--- config.mk ---
export PLATFORM = sky130hd
export DESIGN_NAME = load_store_unit
export DESIGN_NICKNAME = d
export VERILOG_FILES = /design/src/rtl/lsu_pkg.sv /design/src/rtl/lsu_lane_align.sv /design/src/rtl/load_store_unit.sv
export SDC_FILE = /design/constraint.sdc
export NUM_CORES = 1
export LEC_CHECK = 0
export CORE_ASPECT_RATIO = 0.7
export CORE_MARGIN = 2
export CORE_UTILIZATION = 55
export DETAILED_ROUTE_END_ITERATION = 6
export DONT_BUFFER_PORTS = 1
export GPL_ROUTABILITY_DRIVEN = 0
export PLACE_DENSITY = 0.72
export SYNTH_ARGS = -nofsm -noshare
export SYNTH_HDL_FRONTEND = slang
export SYNTH_HIERARCHICAL = 1
export SYNTH_SLANG_ARGS = --single-unit
export TNS_END_PERCENT = 50
--- constraint.sdc ---
create_clock -name clk -period 4.26 [get_ports clk]
set_clock_uncertainty 0.15 [all_clocks]
set_input_delay 0.426 -clock clk [delete_from_list [all_inputs] [get_ports clk]]
set_output_delay 0.426 -clock clk [all_outputs]
set_load 0.02 [all_outputs]
--- src/rtl/lsu_pkg.sv ---
// Shared definitions for the load/store unit: RV32I opcodes, funct3 encodings,
// FSM state encoding and legality helpers.
package lsu_pkg;

    localparam logic [6:0] OPC_LOAD  = 7'b0000011;
    localparam logic [6:0] OPC_STORE = 7'b0100011;

    localparam logic [2:0] F3_LB  = 3'b000;
    localparam logic [2:0] F3_LH  = 3'b001;
    localparam logic [2:0] F3_LW  = 3'b010;
    localparam logic [2:0] F3_LBU = 3'b100;
    localparam logic [2:0] F3_LHU = 3'b101;
    localparam logic [2:0] F3_SB  = 3'b000;
    localparam logic [2:0] F3_SH  = 3'b001;
    localparam logic [2:0] F3_SW  = 3'b010;

    typedef enum logic [1:0] {
        ST_IDLE = 2'd0,
        ST_REQ  = 2'd1,
        ST_WAIT = 2'd2,
        ST_DONE = 2'd3
    } lsu_state_t;

    function automatic logic funct3_illegal(input logic is_load, input logic [2:0] funct3);
        if (is_load)
            return !(funct3 inside {F3_LB, F3_LH, F3_LW, F3_LBU, F3_LHU});
        return !(funct3 inside {F3_SB, F3_SH, F3_SW});
    endfunction

    // Size is carried in funct3[1:0] for both loads and stores.
    function automatic logic misaligned(input logic [2:0] funct3, input logic [1:0] addr_lo);
        case (funct3[1:0])
            2'b01:   return addr_lo[0];
            2'b10:   return addr_lo != 2'b00;
            default: return 1'b0;
        endcase
    endfunction

endpackage

--- src/rtl/lsu_lane_align.sv ---
// Combinational lane steering: byte enables and replicated write data for stores,
// byte/half selection with sign or zero extension for loads.
module lsu_lane_align (
    input  logic [1:0]  addr_lo,
    input  logic [2:0]  funct3,
    input  logic [31:0] wdata,
    input  logic [31:0] rdata,
    output logic [3:0]  be,
    output logic [31:0] lane_wdata,
    output logic [31:0] load_data
);

    logic [7:0]  byte_sel;
    logic [15:0] half_sel;

    // Half accesses ignore addr_lo[0], word accesses ignore both bits.
    assign byte_sel = 8'(rdata >> {addr_lo, 3'b000});
    assign half_sel = 16'(rdata >> {addr_lo[1], 4'b0000});

    always_comb begin
        be         = '0;
        lane_wdata = '0;
        load_data  = '0;
        case (funct3[1:0])
            2'b00: begin
                be         = 4'b0001 << addr_lo;
                lane_wdata = {4{wdata[7:0]}};
                load_data  = funct3[2] ? {24'b0, byte_sel} : {{24{byte_sel[7]}}, byte_sel};
            end
            2'b01: begin
                be         = 4'b0011 << {addr_lo[1], 1'b0};
                lane_wdata = {2{wdata[15:0]}};
                load_data  = funct3[2] ? {16'b0, half_sel} : {{16{half_sel[15]}}, half_sel};
            end
            2'b10: begin
                be         = 4'b1111;
                lane_wdata = wdata;
                load_data  = rdata;
            end
            default: ;
        endcase
    end

endmodule

--- src/rtl/load_store_unit.sv ---
// Multi-cycle RV32I load/store unit with handshaked memory port and timeout.
// Optional MISALIGN_TRAP_EN: misaligned half/word accesses abort with misalign_o.
//
// state | meaning
// IDLE  | waiting for a load/store from the core
// REQ   | mem_req_o high, waiting for mem_gnt_i
// WAIT  | load granted, waiting for mem_rvalid_i
// DONE  | one-cycle completion, result/error presented
module load_store_unit
    import lsu_pkg::*;
#(
    parameter int TIMEOUT = 16,
    parameter int TO_W    = 5
) (
    input  logic        clk,
    input  logic        rst,
    input  logic        valid_i,
    input  logic        is_load_i,
    input  logic        is_store_i,
    input  logic [2:0]  funct3_i,
    input  logic [31:0] addr_i,
    input  logic [31:0] wdata_i,
    output logic        stall_o,
    output logic        done_o,
    output logic [31:0] rdata_o,
    output logic        err_o,
    output logic        mem_req_o,
    output logic        mem_we_o,
    output logic [31:0] mem_addr_o,
    output logic [3:0]  mem_be_o,
    output logic [31:0] mem_wdata_o,
    input  logic        mem_gnt_i,
    input  logic        mem_rvalid_i,
    input  logic [31:0] mem_rdata_i
`ifdef MISALIGN_TRAP_EN
    ,
    output logic        misalign_o
`endif
);

    lsu_state_t      state, next_state;
    logic            is_load_q;
    logic [2:0]      funct3_q;
    logic [31:0]     addr_q;
    logic [31:0]     wdata_q;
    logic [31:0]     rdata_q;
    logic            err_q;
    logic [TO_W-1:0] cnt;

    logic        start;
    logic        bad_op;
    logic        timed_out;
    logic        capture;
    logic        to_abort;
    logic [3:0]  lane_be;
    logic [31:0] lane_wdata;
    logic [31:0] load_data;

    assign start     = valid_i & (is_load_i | is_store_i);
    assign timed_out = cnt == TO_W'(TIMEOUT - 1);

`ifdef MISALIGN_TRAP_EN
    logic mis_op;
    logic misalign_q;

    assign mis_op = ~funct3_illegal(is_load_i, funct3_i) & misaligned(funct3_i, addr_i[1:0]);
    assign bad_op = funct3_illegal(is_load_i, funct3_i) | mis_op;

    always_ff @(posedge clk or posedge rst) begin
        if (rst)
            misalign_q <= 1'b0;
        else if (state == ST_IDLE && start)
            misalign_q <= mis_op;
    end

    assign misalign_o = done_o & misalign_q;
`else
    assign bad_op = funct3_illegal(is_load_i, funct3_i);
`endif

    lsu_lane_align u_align (
        .addr_lo    (addr_q[1:0]),
        .funct3     (funct3_q),
        .wdata      (wdata_q),
        .rdata      (mem_rdata_i),
        .be         (lane_be),
        .lane_wdata (lane_wdata),
        .load_data  (load_data)
    );

    always_ff @(posedge clk or posedge rst) begin
        if (rst) begin
            state     <= ST_IDLE;
            is_load_q <= 1'b0;
            funct3_q  <= '0;
            addr_q    <= '0;
            wdata_q   <= '0;
            rdata_q   <= '0;
            err_q     <= 1'b0;
            cnt       <= '0;
        end else begin
            state <= next_state;
            if (state == ST_IDLE && start) begin
                is_load_q <= is_load_i;
                funct3_q  <= funct3_i;
                addr_q    <= addr_i;
                wdata_q   <= wdata_i;
                rdata_q   <= '0;
                err_q     <= bad_op;
                cnt       <= '0;
            end else if (state == ST_REQ || state == ST_WAIT) begin
                cnt <= cnt + TO_W'(1);
                if (capture)
                    rdata_q <= load_data;
                if (to_abort)
                    err_q <= 1'b1;
            end
        end
    end

    // A load granted without data on the last allowed cycle still times out.
    always_comb begin
        next_state = state;
        stall_o    = 1'b0;
        capture    = 1'b0;
        to_abort   = 1'b0;
        case (state)
            ST_IDLE: begin
                if (start) begin
                    stall_o    = 1'b1;
                    next_state = bad_op ? ST_DONE : ST_REQ;
                end
            end
            ST_REQ: begin
                stall_o = 1'b1;
                if (mem_gnt_i && !is_load_q) begin
                    next_state = ST_DONE;
                end else if (mem_gnt_i && mem_rvalid_i) begin
                    capture    = 1'b1;
                    next_state = ST_DONE;
                end else if (timed_out) begin
                    to_abort   = 1'b1;
                    next_state = ST_DONE;
                end else if (mem_gnt_i) begin
                    next_state = ST_WAIT;
                end
            end
            ST_WAIT: begin
                stall_o = 1'b1;
                if (mem_rvalid_i) begin
                    capture    = 1'b1;
                    next_state = ST_DONE;
                end else if (timed_out) begin
                    to_abort   = 1'b1;
                    next_state = ST_DONE;
                end
            end
            ST_DONE:  next_state = ST_IDLE;
            default:  next_state = ST_IDLE;
        endcase
    end

    assign done_o      = state == ST_DONE;
    assign rdata_o     = done_o ? rdata_q : '0;
    assign err_o       = done_o & err_q;
    assign mem_req_o   = state == ST_REQ;
    assign mem_we_o    = mem_req_o & ~is_load_q;
    assign mem_addr_o  = mem_req_o ? {addr_q[31:2], 2'b00} : '0;
    assign mem_be_o    = mem_req_o ? lane_be : '0;
    assign mem_wdata_o = mem_req_o ? lane_wdata : '0;

endmodule

==> After elaboration in Yosys (flattened, before gate mapping) <==
Cells that the tools add are included.
{ "classes": {"n_shift": 4, "eq_ne": 13, "bitwise_logic": 5, "n_reduce_logical": 19, "add_sub_neg": 1, "mux": 40} }
{ "op_table": {"columns": ["operator", "n"], "rows": [
  ["$mux 32", 8],
  ["$pmux 32 s3", 2],
  ["$shr 32x5->16", 1],
  ["$shr 32x5->8", 1],
  ["$mux 2", 8],
  ["$mux 1", 14],
  ["$pmux 4 s3", 1],
  ["$mux 5", 2],
  ["$pmux 2 s4", 1],
  ["$eq 2x2->1 const B", 3],
  ["$eq 3x3->1 const B", 2],
  ["$pmux 1 s2", 3],
  ["$reduce_bool 2->1", 3],
  ["$add 5x1->5 const B", 1],
  ["$eq 5x4->1 const B", 1],
  ["$ne 5x1->1 const B", 1],
  ["$reduce_bool 5->1", 1],
  ["$eq 2x1->1 const B", 2],
  ["$logic_not 2->1", 2],
  ["$mux 4", 1],
  ["$reduce_and 2->1", 2],
  ["$shl 1x2->4 const A", 1],
  ["$shl 2x2->4 const A", 1],
  ["$and 1x1->1", 3],
  ["other kinds (13)", 17]
]} }
{ "word_totals": {"wordCells": 90, "register_bits": 108, "inputBits": 106} }

==> Depth between registers and ports, before layout <==
{ "depth": {"depth_word": 8, "mapped_depth": 9, "ltp_nobuf": 6} }

==> Hierarchy <==
The synthesis kept the hierarchy.
{ "modules_own_cells": {"columns": ["mod", "area_each_um2", "seq_area_each_um2", "cells_each", "instances"], "rows": [
  ["load_store_unit", 5097.4, 2702.6, 601, 1],
  ["lsu_lane_align", 1128.6, 0.0, 172, 1]
]} }

==> Least setup slack after synthesis <==
No wires, ideal clock.
{ "synth_timing": {"path_type": "register to output", "startpoint": "register state[1]", "endpoint": "output mem_wdata_o[11]", "arrival_ns": 1.597, "required_ns": 3.684, "path_slack_ns": 2.087, "path_stages_with_launch": 6, "cell_sequence": "dfrtp_1 inv_1 ha_1 clkbuf_1 clkbuf_1 and2_1"} }
{ "synth_between": {"elab_chain_len": 2} }
{ "synth_rtl": {"columns": ["item", "line", "text"], "rows": [
  ["start, declared", "load_store_unit.sv:41", "lsu_state_t state, next_state;"],
  ["start signal, assigned", "load_store_unit.sv:102", "state <= next_state;"],
  ["$eq 2x1->1", "load_store_unit.sv:166", "assign mem_req_o = state == ST_REQ;"],
  ["named net mem_req_o", "load_store_unit.sv:27", "output logic mem_req_o,"],
  ["$mux 32", "load_store_unit.sv:170", "assign mem_wdata_o = mem_req_o ? lane_wdata : '0;"],
  ["end, declared", "load_store_unit.sv:31", "output logic [31:0] mem_wdata_o,"]
]} }
The timed path passes the listed nets, and every way through them passes these cells.

==> Final worst setup path <==
{ "layout_timing": {"startpoint": "register funct3_q[0]", "endpoint": "output mem_wdata_o[20]"} }
{ "layout_between": {"elab_chain_len": 3} }
{ "layout_rtl": {"columns": ["item", "line", "text"], "rows": [
  ["start, declared", "load_store_unit.sv:43", "logic [2:0] funct3_q;"],
  ["start signal, assigned", "load_store_unit.sv:105", "funct3_q <= funct3_i;"],
  ["$eq 2x2->1 (tied with other cells)", "lsu_lane_align.sv:24", "case (funct3[1:0])"],
  ["$pmux 32 s3 (*)", "lsu_lane_align.sv:24", null],
  ["named net lane_wdata[20]", "load_store_unit.sv:56", "logic [31:0] lane_wdata;"],
  ["$mux 32 (*)", "load_store_unit.sv:170", null]
]} }
The timed path passes the listed nets; every way through them passes the cells marked *.

==> key figures <==
Global route
  – Global-route wire length before repair: 24.9 mm
  – Tot GR Track Use: 0.256
  – Initial antenna violation count: 0
  – Largest net degree at the start of global routing: 82
  – Grt ovf: 0
  – Vias in the first global route: 4,879

Synthesis
  – Avg Cell Area, Syn: 8.05 um^2
  – Post-Syn Area: 0.00623 mm^2
  – Yosys top cell area share: 0.434
  – Flops & latches, synth: 108
  – Mapped Cells: 773
  – Post-synth cell types: 48
  – Number of synthesized flops with an enable pin: 0
  – Synth Warn #: 6
  – Synth area leader: dfrtp_1
  – Seq/Total Area, Yosys: 0.434
  – Top cells by area, synth: dfrtp_1 43%, nand2_1 17%, and2_1 11%
  – Ys flop type: dfrtp_1
  – Async set-reset flop share out of synthesis: 1.00

Setup path
  – Critical-path top delay cell: nor2b_2
  – CP endpoint kind: primary output
  – Worst setup SP type: flop
  – Worst path bufs/invs: 1
  – Max incr delay on CP: 830 ps
  – Worst-path fanout max: 24
  – WP data required: 3680 ps
  – Crit path arrival time: 2610 ps
  – Critical-path cell list: buf_4 -> nor2b_2 -> a21o_1 -> and2_1
  – Worst path top cell family by delay: simple AND/OR/NAND/NOR gates
  – Crit path kind: flop to primary output

Clocking
  – Hold buffers post-CTS: 0
  – Num CTS Buffers: 9
  – Setup Buffers After CTS: 0
  – CTS tree: built
  – H-tree depth: 3
  – Worst-path clk slew: 80 ps
  – Skew-Pair Late Insertion Delay: 350 ps
  – Sink count of the clock tree: 108
  – CTS root buffer: clkbuf_16
  – Cts repair resizes: 0
  – Clk buf depth: 2

STA
  – Fin crit share: 0.748
  – Final hold viol count: 0
  – Slew Limit Fails: 0
  – Final setup fails: 0
  – F_max: 314 MHz
  – Slew @ Worst Pin: 1120 ps
  – Period minus WS final: 3180 ps
  – Slew HR: 0.251
  – Post-route setup TNS: 0 ps
  – RSZ-0062 raised after global routing: false

Run
  – Max_cap viols: 0

Floorplanning
  – Initial Util: 0.565
  – Die ar.: 0.0122 mm^2
  – Row count: 32
  – Die height: 93.0 um
  – Die W: 131 um
  – Area of the core: 0.0110 mm^2
  – IO Pins: 211

Drt
  – # DRC: 0
  – Via count: 5,075
  – Post-route ant nets: 0
  – WL/cell: 17.6 um
  – DRT Pass-1 Iters: 7
  – Vias per inst: 5.68
  – Drt initial violations: 286
  – Total Routed Length: 15.7 mm

Power and ir drop
  – Max VDD drop: 0.352 mV
  – Lkg Pwr: 3.21 nW
  – P per Cell Area: 796 mW/mm^2

Status
  – Outcome: finished clean

Layout
  – Antenna cell count: 0
  – Area grow syn2layout: 3.96%
  – Share of layout cells above drive strength 1: 0.0527
  – Final net count: 848
  – Finished Layout Cells: 893

Placement
  – Inst Count DP: 877
  – Dpl hpwl: 11.0 mm
  – PortBufs: 0

Min path
  – Worst min path class: input port to async pin
## worst paths after layout
| path | start | endpoint | slack, ps | cells past startpoint |
|---|---|---|---|---|
| worst max register to register | addr_q[1]$_DFFE_PP0P_ | rdata_q[25]$_DFFE_PP0P_ | 1720 | 6 |
| worst min-delay path | rst | addr_q[24]$_DFFE_PP0P_ | 10 | 1 |
| min in group clk | addr_i[23] | addr_q[23]$_DFFE_PP0P_ | 30 | 2 |
| max in group asynchronous | rst | rdata_q[18]$_DFFE_PP0P_ | 2960 | 2 |
| worst max-delay path | funct3_q[0]$_DFFE_PP0P_ | mem_wdata_o[20] | 1080 | 4 |
| worst min register to register | addr_q[26]$_DFFE_PP0P_ | addr_q[26]$_DFFE_PP0P_ | 320 | 2 |
## state kept, by name, summed over array words and instances (netlist names)
signal,count
is_load_q,1
state,2
err_q,1
wdata_q,32
funct3_q,3
cnt,5
addr_q,32
rdata_q,32
## layer usage
metal	wire length, um	global-route usage	vias up
met5	0	0	-
li1	-	-	2404
met4	264	0.0679	0
met3	1260	0.0683	26
met1	6900	0.344	2424
met2	7260	0.414	221
## cells by family (layout without fill, tap and decap cells)
| group | after synthesis | count (layout) | synth area share |
|---|---|---|---|
| other | 1 | 2 | 0.000602 |
| AO/OA/AOI/OAI | 142 | 142 | 0.145 |
| multiplexers | 12 | 12 | 0.0213 |
| adder cells (fa/ha/maj) | 7 | 7 | 0.0141 |
| AND/OR/NAND/NOR | 434 | 434 | 0.323 |
| XOR/XNOR | 3 | 3 | 0.00422 |
| flip-flops | 108 | 108 | 0.434 |
| buffers and inverters | 66 | 32 | 0.0583 |
## metrics by stage
| step | total power, mW | worst slack (ps) | utilization | hold WS, ps | instance area (um^2) |
|---|---|---|---|---|---|
| 2_1_floorplan | 3.89 | 838 | - | 287 | 6230 |
| 3_3_place_gp | 4.19 | 1590 | 0.560 | 302 | 6160 |
| 3_5_place_dp | 4.29 | 1480 | 0.560 | 305 | 6160 |
| 4_1_cts | 5.17 | 1100 | 0.588 | 17.7 | 6470 |
| 5_1_grt | 5.55 | 949 | 0.588 | 15.5 | 6470 |
| 6_report | 5.15 | 1080 | 0.588 | 10.4 | 6470 |
## report_power, final
part	internal, mW	switching (mW)	leakage, nW	total (mW)
registers	1.47	0.326	1.37	1.80
clock network	0.466	0.398	0.146	0.865
logic	0.870	1.62	1.69	2.49
total	2.81	2.34	3.21	5.15
## placed cells by master, fill, tap and decap left out, drive strengths merged, types with 2 or more instances in the layout
cell      instances
conb              2
inv              10
and2            108
a21oi            68
a211o            16
dfrtp           108
clkinv            2
buf               8
nand2b            4
and3              3
nor2b            12
ha                7
nor2             20
o21ai            24
a31oi             2
nand4             2
clkinvlp          2
a21o              8
nand2           278
nor3b             2
mux2i            12
xor2              2
clkbuf            9
o21a             11
a221o             7
## Yosys cell counts (2+ instances only)
master    instances
a211o_1          16
a21o_1            8
a21oi_1          68
a221o_1           7
and2_1          108
and3_1            2
buf_2            17
buf_4             2
buf_6            10
clkbuf_1         27
dfrtp_1         108
ha_1              7
inv_1             8
mux2i_1          11
nand2_1         278
nand2b_1          4
nand4_1           2
nor2_1           18
nor2b_1          12
o21a_1           10
o21ai_0          21
o21ai_2           2
xor2_1            2
## layout make-up
class,count,area [um^2]
fill,1019,4540
multi-input combinational,600,3170
timing repair buffer,8,60.1
clock inverter,7,85.1
sequential,108,2700
clock buffer,9,225
tap,153,191
inverter,8,32.5
Power figures use the tool's default switching activity.
